### config.mk
export PLATFORM = sky130hd
export DESIGN_NAME = multicycle_controller_flat
export DESIGN_NICKNAME = d
export VERILOG_FILES = /design/src/rtl/veririsc_pkg.sv /design/src/rtl/multicycle_controller_if.sv /design/src/rtl/opcode_decoder.sv /design/src/rtl/multicycle_controller.sv /design/src/flat_wrapper.sv
export SDC_FILE = /design/constraint.sdc
export NUM_CORES = 1
export LEC_CHECK = 0
export ABC_AREA = 0
export BUFFER_PORTS_ARGS = -buffer_cell sky130_fd_sc_hd__buf_2
export CAP_MARGIN = 40
export CORE_MARGIN = 2
export CORE_UTILIZATION = 35
export CTS_BUF_LIST = sky130_fd_sc_hd__clkbuf_8
export CTS_CLUSTER_DIAMETER = 50
export DETAILED_ROUTE_END_ITERATION = 16
export HOLD_SLACK_MARGIN = 0.1
export PLACE_DENSITY = 0.66
export SYNTH_ARGS = -nofsm -noshare
export SYNTH_HDL_FRONTEND = slang
export SYNTH_SLANG_ARGS = --single-unit
### constraint.sdc
create_clock -name clk -period 2.8 [get_ports clk]
set_input_delay 0.28 -clock clk [delete_from_list [all_inputs] [get_ports clk]]
set_output_delay 0.28 -clock clk [all_outputs]
set_load 0.02 [all_outputs]
### src/rtl/veririsc_pkg.sv
// Shared VeriRISC definitions: opcodes, state encodings, datapath mux codes
// and the opcode class used by the multi-cycle controller.
package veririsc_pkg;

  localparam logic [5:0] OP_R   = 6'b000000;
  localparam logic [5:0] OP_LW  = 6'b100011;
  localparam logic [5:0] OP_SW  = 6'b101011;
  localparam logic [5:0] OP_BEQ = 6'b000100;
  localparam logic [5:0] OP_J   = 6'b000010;

  localparam logic [3:0] ST_IDLE      = 4'd0;
  localparam logic [3:0] ST_FETCH     = 4'd1;
  localparam logic [3:0] ST_DECODE    = 4'd2;
  localparam logic [3:0] ST_MEM_ADDR  = 4'd3;
  localparam logic [3:0] ST_MEM_READ  = 4'd4;
  localparam logic [3:0] ST_MEM_WB    = 4'd5;
  localparam logic [3:0] ST_MEM_WRITE = 4'd6;
  localparam logic [3:0] ST_EXECUTE   = 4'd7;
  localparam logic [3:0] ST_ALU_WB    = 4'd8;
  localparam logic [3:0] ST_BRANCH    = 4'd9;
  localparam logic [3:0] ST_JUMP      = 4'd10;

  localparam logic [1:0] ALU_ADD   = 2'b00;
  localparam logic [1:0] ALU_SUB   = 2'b01;
  localparam logic [1:0] ALU_FUNCT = 2'b10;

  localparam logic [1:0] SRCB_RT     = 2'b00;
  localparam logic [1:0] SRCB_FOUR   = 2'b01;
  localparam logic [1:0] SRCB_IMM    = 2'b10;
  localparam logic [1:0] SRCB_IMM_SH = 2'b11;

  localparam logic [1:0] PC_ALU    = 2'b00;
  localparam logic [1:0] PC_ALUOUT = 2'b01;
  localparam logic [1:0] PC_JUMP   = 2'b10;

  typedef enum logic [2:0] {
    CLS_R,
    CLS_MEM_LD,
    CLS_MEM_ST,
    CLS_BR,
    CLS_JMP,
    CLS_ILLEGAL
  } op_class_e;

  function automatic logic class_is_mem(input op_class_e c);
    return (c == CLS_MEM_LD) || (c == CLS_MEM_ST);
  endfunction

endpackage

### src/rtl/multicycle_controller_if.sv
// Controller <-> datapath/memory signal bundle. The controller side is
// the master (drives control enables); the datapath side is the slave.
interface multicycle_controller_if;

  logic [5:0] opcode;
  logic       zero;
  logic       mem_ready;

  logic       pc_write;
  logic       ir_write;
  logic       i_or_d;
  logic       mem_read;
  logic       mem_write;
  logic       mem_to_reg;
  logic       reg_dst;
  logic       reg_write;
  logic       alu_src_a;
  logic [1:0] alu_src_b;
  logic [1:0] alu_op;
  logic [1:0] pc_src;
  logic       illegal;
  logic       instr_done;
  logic [3:0] state;

  modport master (
    input  opcode, zero, mem_ready,
    output pc_write, ir_write, i_or_d, mem_read, mem_write, mem_to_reg,
           reg_dst, reg_write, alu_src_a, alu_src_b, alu_op, pc_src,
           illegal, instr_done, state
  );

  modport slave (
    output opcode, zero, mem_ready,
    input  pc_write, ir_write, i_or_d, mem_read, mem_write, mem_to_reg,
           reg_dst, reg_write, alu_src_a, alu_src_b, alu_op, pc_src,
           illegal, instr_done, state
  );

endinterface

### src/rtl/opcode_decoder.sv
// Combinational opcode classifier: IR[31:26] -> instruction class.
module opcode_decoder
  import veririsc_pkg::*;
(
  input  logic [5:0] opcode,
  output op_class_e  op_class
);

  always_comb begin
    op_class = CLS_ILLEGAL;
    case (opcode)
      OP_R:    op_class = CLS_R;
      OP_LW:   op_class = CLS_MEM_LD;
      OP_SW:   op_class = CLS_MEM_ST;
      OP_BEQ:  op_class = CLS_BR;
      OP_J:    op_class = CLS_JMP;
      default: op_class = CLS_ILLEGAL;
    endcase
  end

endmodule

### src/rtl/multicycle_controller.sv
// Multi-cycle VeriRISC control FSM: one state per cycle through fetch,
// decode, execute, memory and writeback, stalling on mem_ready.
module multicycle_controller
  import veririsc_pkg::*;
(
  input  logic                   clk,
  input  logic                   reset,
  multicycle_controller_if.master bus
);

  logic [3:0] state_q;
  logic [3:0] state_d;
  op_class_e  live_class;
  op_class_e  cls_q;

  opcode_decoder u_opcode_decoder (
    .opcode   (bus.opcode),
    .op_class (live_class)
  );

  // The class is captured in DECODE so MEM_ADDR does not depend on the
  // opcode still being presented a cycle later.
  always_ff @(posedge clk or negedge reset) begin
    if (!reset) begin
      state_q <= ST_IDLE;
      cls_q   <= CLS_ILLEGAL;
    end else begin
      state_q <= state_d;
      if (state_q == ST_DECODE) begin
        cls_q <= live_class;
      end
    end
  end

  always_comb begin
    state_d = state_q;
    case (state_q)
      ST_IDLE:  state_d = ST_FETCH;
      ST_FETCH: if (bus.mem_ready) state_d = ST_DECODE;
      ST_DECODE: begin
        if (class_is_mem(live_class)) begin
          state_d = ST_MEM_ADDR;
        end else begin
          case (live_class)
            CLS_R:   state_d = ST_EXECUTE;
            CLS_BR:  state_d = ST_BRANCH;
            CLS_JMP: state_d = ST_JUMP;
            default: state_d = ST_FETCH;
          endcase
        end
      end
      ST_MEM_ADDR:  state_d = (cls_q == CLS_MEM_LD) ? ST_MEM_READ : ST_MEM_WRITE;
      ST_MEM_READ:  if (bus.mem_ready) state_d = ST_MEM_WB;
      ST_MEM_WRITE: if (bus.mem_ready) state_d = ST_FETCH;
      ST_EXECUTE:   state_d = ST_ALU_WB;
      ST_MEM_WB,
      ST_ALU_WB,
      ST_BRANCH,
      ST_JUMP:      state_d = ST_FETCH;
      default:      state_d = ST_IDLE;
    endcase
  end

  always_comb begin
    bus.pc_write   = 1'b0;
    bus.ir_write   = 1'b0;
    bus.i_or_d     = 1'b0;
    bus.mem_read   = 1'b0;
    bus.mem_write  = 1'b0;
    bus.mem_to_reg = 1'b0;
    bus.reg_dst    = 1'b0;
    bus.reg_write  = 1'b0;
    bus.alu_src_a  = 1'b0;
    bus.alu_src_b  = SRCB_RT;
    bus.alu_op     = ALU_ADD;
    bus.pc_src     = PC_ALU;
    bus.illegal    = 1'b0;
    bus.instr_done = 1'b0;
    bus.state      = state_q;
    case (state_q)
      ST_FETCH: begin
        bus.mem_read  = 1'b1;
        bus.alu_src_b = SRCB_FOUR;
        bus.ir_write  = bus.mem_ready;
        bus.pc_write  = bus.mem_ready;
      end
      ST_DECODE: begin
        bus.alu_src_b  = SRCB_IMM_SH;
        bus.illegal    = (live_class == CLS_ILLEGAL);
        bus.instr_done = (live_class == CLS_ILLEGAL);
      end
      ST_MEM_ADDR: begin
        bus.alu_src_a = 1'b1;
        bus.alu_src_b = SRCB_IMM;
      end
      ST_MEM_READ: begin
        bus.mem_read = 1'b1;
        bus.i_or_d   = 1'b1;
      end
      ST_MEM_WB: begin
        bus.reg_write  = 1'b1;
        bus.mem_to_reg = 1'b1;
        bus.instr_done = 1'b1;
      end
      ST_MEM_WRITE: begin
        bus.mem_write  = 1'b1;
        bus.i_or_d     = 1'b1;
        bus.instr_done = bus.mem_ready;
      end
      ST_EXECUTE: begin
        bus.alu_src_a = 1'b1;
        bus.alu_op    = ALU_FUNCT;
      end
      ST_ALU_WB: begin
        bus.reg_write  = 1'b1;
        bus.reg_dst    = 1'b1;
        bus.instr_done = 1'b1;
      end
      ST_BRANCH: begin
        bus.alu_src_a  = 1'b1;
        bus.alu_op     = ALU_SUB;
        bus.pc_src     = PC_ALUOUT;
        bus.pc_write   = bus.zero;
        bus.instr_done = 1'b1;
      end
      ST_JUMP: begin
        bus.pc_src     = PC_JUMP;
        bus.pc_write   = 1'b1;
        bus.instr_done = 1'b1;
      end
      default: ;
    endcase
  end

endmodule

### src/flat_wrapper.sv
// flat-port wrapper written by rule: the top's interface ports become plain ports
module multicycle_controller_flat import veririsc_pkg::*;
  (clk, reset, bus_opcode, bus_zero, bus_mem_ready, bus_pc_write, bus_ir_write, bus_i_or_d, bus_mem_read, bus_mem_write, bus_mem_to_reg, bus_reg_dst, bus_reg_write, bus_alu_src_a, bus_alu_src_b, bus_alu_op, bus_pc_src, bus_illegal, bus_instr_done, bus_state);
  multicycle_controller_if bus_i ();
  input  logic clk;
  input  logic reset;
  input wire logic [$bits(bus_i.opcode)-1:0] bus_opcode;
  input wire logic [$bits(bus_i.zero)-1:0] bus_zero;
  input wire logic [$bits(bus_i.mem_ready)-1:0] bus_mem_ready;
  output wire logic [$bits(bus_i.pc_write)-1:0] bus_pc_write;
  output wire logic [$bits(bus_i.ir_write)-1:0] bus_ir_write;
  output wire logic [$bits(bus_i.i_or_d)-1:0] bus_i_or_d;
  output wire logic [$bits(bus_i.mem_read)-1:0] bus_mem_read;
  output wire logic [$bits(bus_i.mem_write)-1:0] bus_mem_write;
  output wire logic [$bits(bus_i.mem_to_reg)-1:0] bus_mem_to_reg;
  output wire logic [$bits(bus_i.reg_dst)-1:0] bus_reg_dst;
  output wire logic [$bits(bus_i.reg_write)-1:0] bus_reg_write;
  output wire logic [$bits(bus_i.alu_src_a)-1:0] bus_alu_src_a;
  output wire logic [$bits(bus_i.alu_src_b)-1:0] bus_alu_src_b;
  output wire logic [$bits(bus_i.alu_op)-1:0] bus_alu_op;
  output wire logic [$bits(bus_i.pc_src)-1:0] bus_pc_src;
  output wire logic [$bits(bus_i.illegal)-1:0] bus_illegal;
  output wire logic [$bits(bus_i.instr_done)-1:0] bus_instr_done;
  output wire logic [$bits(bus_i.state)-1:0] bus_state;
  assign bus_i.opcode = bus_opcode;
  assign bus_i.zero = bus_zero;
  assign bus_i.mem_ready = bus_mem_ready;
  assign bus_pc_write = bus_i.pc_write;
  assign bus_ir_write = bus_i.ir_write;
  assign bus_i_or_d = bus_i.i_or_d;
  assign bus_mem_read = bus_i.mem_read;
  assign bus_mem_write = bus_i.mem_write;
  assign bus_mem_to_reg = bus_i.mem_to_reg;
  assign bus_reg_dst = bus_i.reg_dst;
  assign bus_reg_write = bus_i.reg_write;
  assign bus_alu_src_a = bus_i.alu_src_a;
  assign bus_alu_src_b = bus_i.alu_src_b;
  assign bus_alu_op = bus_i.alu_op;
  assign bus_pc_src = bus_i.pc_src;
  assign bus_illegal = bus_i.illegal;
  assign bus_instr_done = bus_i.instr_done;
  assign bus_state = bus_i.state;
  multicycle_controller u_core (.clk(clk), .reset(reset), .bus(bus_i));
endmodule
---- Word level (Yosys, flattened, before mapping) ----
Cells that the tools add are included.
word-level totals
  register bits ........................... 7
  bits of input ports ..................... 10
cells by class
  equality and inequality tests ........... 23
  mux-type cells .......................... 22
  reduce and logical (&&, ||, !) cells .... 11
operators with widths
  kind                                                 count
  one-hot mux 4 bit (7 select lines)                   1
  equality test 4 x 3 -> 1 bit, second input constant  4
  two-way mux 4 bit                                    4
  one-hot mux 3 bit (5 select lines)                   1
  equality test 4 bit, second input constant           3
  equality test 6 bit, second input constant           2
  one-hot mux 4 bit (3 select lines)                   1
  two-way mux 1 bit                                    9
  equality test 4 x 2 -> 1 bit, second input constant  2
  one-hot mux 2 bit (2 select lines)                   2
  equality test 3 x 1 -> 1 bit, second input constant  2
  equality test 3 x 2 -> 1 bit, second input constant  2
  equality test 3 bit, second input constant           2
  equality test 6 x 2 -> 1 bit, second input constant  1
  equality test 6 x 3 -> 1 bit, second input constant  1
  zero test 6 bit                                      1
  inequality test 2 bit, second input constant         3
  one-hot mux 1 bit (3 select lines)                   2
  one-hot mux 2 bit (3 select lines)                   1
  OR reduction 2 bit                                   3
  OR reduction 5 bit                                   1
  equality test 4 x 1 -> 1 bit, second input constant  1
  zero test 4 bit                                      1
  OR reduction 4 bit                                   1
  5 further kinds                                      5

---- Longest topological paths before layout ----
  depth in word-level cells ............... 6
  depth in mapped cells ................... 6
  gate-level depth less buffers ........... 4

---- By module ----
Synthesis repeated with hierarchy kept, for this count alone.
second synthesis, totals
  cell total of the unflattened synthesis .. 84
  area, all modules ....................... 691.9 sq um
by module, submodules not included
  module                 times used  cells an instance  area each (sq um)  seq. area each (sq um)
  multicycle_controller  1           75                 625.6              177.7
  opcode_decoder         1           9                  66.3               0.0

---- Worst setup path before layout ----
No wires, ideal clock.
  path type ............................... register to output
  from .................................... reg u_core.state_q[1] (netlist: u_core.bus.state[1])
  to ...................................... out bus_instr_done
  data arrival time ....................... 1.835 ns
  required time ........................... 2.520 ns
  setup slack ............................. 0.685 ns
  cell stages (with the launch flop) ...... 6
  cells stage by stage .................... dfrtp_1 buf_4 or4b_1 buf_6 nor3_2 or3_1
on the way
  word-level cells in the longest chain between the ends .. 3
ends and longest elaborated chain
  element                                                                     line                         text
  start, declared                                                             multicycle_controller.sv:11  logic [3:0] state_q;
  start signal, assigned                                                      multicycle_controller.sv:28  state_q <= state_d;
  equality test 4 x 3 -> 1 bit / equality test 4 bit (equally long branches)  multicycle_controller.sv:80  case (state_q)
  OR reduction 4 bit (no source line)                                         -
  one-hot mux 1 bit (3 select lines) (*)                                      multicycle_controller.sv:80
  end, declared                                                               flat_wrapper.sv:23           output wire logic [$bits(bus_i.instr_done)-1:0] bus_instr_done;
Every way passes the cells marked *; elsewhere a longest branch is shown, timed or not.

---- Final worst setup path ----
  from .................................... reg u_core.state_q[2] (netlist: u_core.bus.state[2])
  to ...................................... out bus_instr_done
The elaborated chain is that of the path after synthesis.

==> results.sh <==
export IMPL_synth_top_cell_area_share=0.183
export IMPL_num_rows=15
export IMPL_cts_reportedPaths_clkPinSlew_ns=0.04
export IMPL_endpoint="bus_instr_done"
export IMPL_dp_slack_ns=0.731
export IMPL_hold_ws_ns=0.330
export IMPL_ioPinCount=31
export IMPL_cts_tree="done"
export IMPL_path_cells="or4b_1 > nor3_2 > or3_1 > buf_2"
export IMPL_synthArstFlopShare=1.00
export IMPL_worstSkewPairLatency_ns=0.23
export IMPL_leakage_nw=0.415
export IMPL_synth_cell_types=42
export IMPL_cp_depth=4
export IMPL_worst_r2r_path_depth=4
export IMPL_hp_class="in2reg"
export IMPL_gp_congestion=0.789
export IMPL_cts_sinks=7
export IMPL_powerDensity_nw_per_um2=1050
export IMPL_overflow=0
export IMPL_grt_pass1_vias=629
export IMPL_synth_main_ff_cell="dfrtp_1"
export IMPL_setup_viol=0
export IMPL_synth_warnings=0
export IMPL_fin_util=0.506
export IMPL_path_class="reg2out"
export IMPL_dp_hpwl_um=1340
export IMPL_dieArea_um2=2330
export IMPL_reg2reg_to="u_core.bus.state[1]"
export IMPL_fmax_ghz=0.429
export IMPL_start_kind="flop"
export IMPL_antenna_left=0
export IMPL_critPathBufInv=1
export IMPL_clock_skew_ns=0.00533
export IMPL_via_per_inst=5.36
export IMPL_layout_commonest_cell="buf_2"
export IMPL_fill_cells=186
export IMPL_synth_avg_cell_area_um2=7.87
export IMPL_htree_levels=1
export IMPL_ys_seq_elements=7
export IMPL_drc_errors=0
export IMPL_cp_required_ns=2.52
export IMPL_clock_root_buffer="clkbuf_8"
export IMPL_tightestPinTransition_ns=0.435
export IMPL_slew_headroom=0.710
export IMPL_wire_per_inst_um=12.5
export IMPL_status="finished clean"
export IMPL_period_share=0.833
export IMPL_wl_um=1790
export IMPL_diodes=0
export IMPL_synth_top_area_cell="dfrtp_1"
export IMPL_drtIter0Drc=31
export IMPL_slew_violations=0
export IMPL_layout_common_cells="buf_2, nor2_1, nand2_1"
export IMPL_initial_utilization=0.384
export IMPL_rsz0062_at_grt="no"
export IMPL_hold_viol_final=0
export IMPL_period_minus_slack_ns=2.33
export IMPL_crit_family="simple AND/OR/NAND/NOR gates"
export IMPL_core_um2=1780
export IMPL_netlist_area_um2=684
export IMPL_cp_slowest_stage_delay_ns=0.76
export IMPL_fin_area_um2=902
export IMPL_cap_violations=0
export IMPL_irDropWorstVdd_v=0.000599
export IMPL_drive_gt1_frac=0.364
export IMPL_setup_tns_final_ns=0
export IMPL_worst_slack_ns=0.469
export IMPL_dpl_cell_area_um2=847
export IMPL_grt_max_degree=19
export IMPL_crit_path_max_fanout=16
export IMPL_clockBufferDepth=2
export IMPL_cp_arrival_ns=2.05
export IMPL_dieHeight_um=48.2
export IMPL_synthTopCellsByArea="dfrtp_1, dfstp_2, nor2_1, nand2b_1, a21oi_1"
export IMPL_r2r_slack_ns=0.79
export IMPL_synth_cells=87
export IMPL_slowest_stage="or4b_1"
export IMPL_synth_seq_area_share=0.260
export IMPL_vias=767
export IMPL_drtPass1Iterations=6
export IMPL_layout_nets=129
export IMPL_portBuffers=30
export IMPL_synth_nets=97
export IMPL_grt_pass1_wl_um=2880
export IMPL_worst_setup_path_end_kind="output pin"
export IMPL_antenna_found_initial=0
export IMPL_die_w_um=48.2
export IMPL_area_delta_synth_final_pct=31.8
export IMPL_synth_edf_count=0
export IMPL_reg2reg_from="u_core.bus.state[2]"
export IMPL_grtUsageTotal=0.178
export IMPL_startpoint="u_core.bus.state[2]"
export IMPL_numCtsBuffers=3
[routing by layer]
layer / up-vias / routed length [um] / track usage
li1: 388 / - / -
met1: 356 / 793 / 0.242
met2: 21 / 894 / 0.279
met3: 2 / 85 / 0.0333
met4: 0 / 17 / 0.0649
met5: - / 0 / 0
[synth_stat cells, types with 2 or more instances]
cell type	n
nor3_2	2
nand3_1	3
a211oi_1	2
a21oi_1	6
dfrtp_1	5
or3_1	2
clkbuf_1	4
dfstp_2	2
o21ai_1	3
nand2_1	7
nor2_1	14
nor2b_1	2
nand2b_1	6
[sequential cells by signal (all words and copies together), names as in the netlist]
| signal | flops |
|---|---|
| u_core.bus.state | 4 |
| u_core.cls_q | 3 |
[final cells by class]
cell class	count	area (um2)	share of cell area
Multi-Input combinational cell	73	469	0.520
Inverter	1	3.75	0.00416
Tap cell	25	31.3	0.0347
Timing Repair Buffer	33	175	0.194
Clock inverter	1	3.75	0.00416
Clock buffer	3	41.3	0.0458
Sequential cell	7	178	0.197
[worst min-delay path by stage]
stage	cells past startpoint	end	start	slack [ns]
after floorplan	0	u_core.bus.state[0]	reset	-0.02
after global placement	1	u_core.cls_q[1]	reset	0.12
after global routing	2	u_core.bus.state[1]	bus_mem_ready	0.36
after detailed placement	1	u_core.cls_q[1]	reset	0.12
final	2	u_core.bus.state[1]	bus_mem_ready	0.33
after CTS	2	u_core.bus.state[1]	bus_mem_ready	0.33
[timing repair]
action | CTS | global route
resized for setup | 0 | 0
hold endpoints to repair | 7 | 0
buffers inserted | 0 | 0
hold buffers | 1 | 0
[metrics by stage]
step	total power, mW	instances
final	0.944	143
after global routing	1.03	143
after CTS	0.949	143
after detailed placement	0.803	138
after global placement	0.804	138
after floorplan	0.646	87
[power by group]
group | switching, mW | leakage, nW | internal, mW
logic | 0.374 | 0.303 | 0.222
registers | 0.0579 | 0.0854 | 0.153
clock network | 0.0432 | 0.0269 | 0.0947
[worst register-to-register path: stages, from the launching register on]
cell and delay, ns:
dfrtp_1 0.53, or4b_1 0.76, a2111oi_4 0.43, o221ai_2 0.13, o31ai_1 0.07
[logic make-up after synthesis]
logic type / count (synthesis) / share of synthesized area
and+or+nand+nor: 47 / 0.373
AOI/OAI and AO/OA: 24 / 0.282
DFF: 7 / 0.260
buffers and inverters: 7 / 0.0548
muxes: 2 / 0.0311
Power figures use the tool's default switching activity.
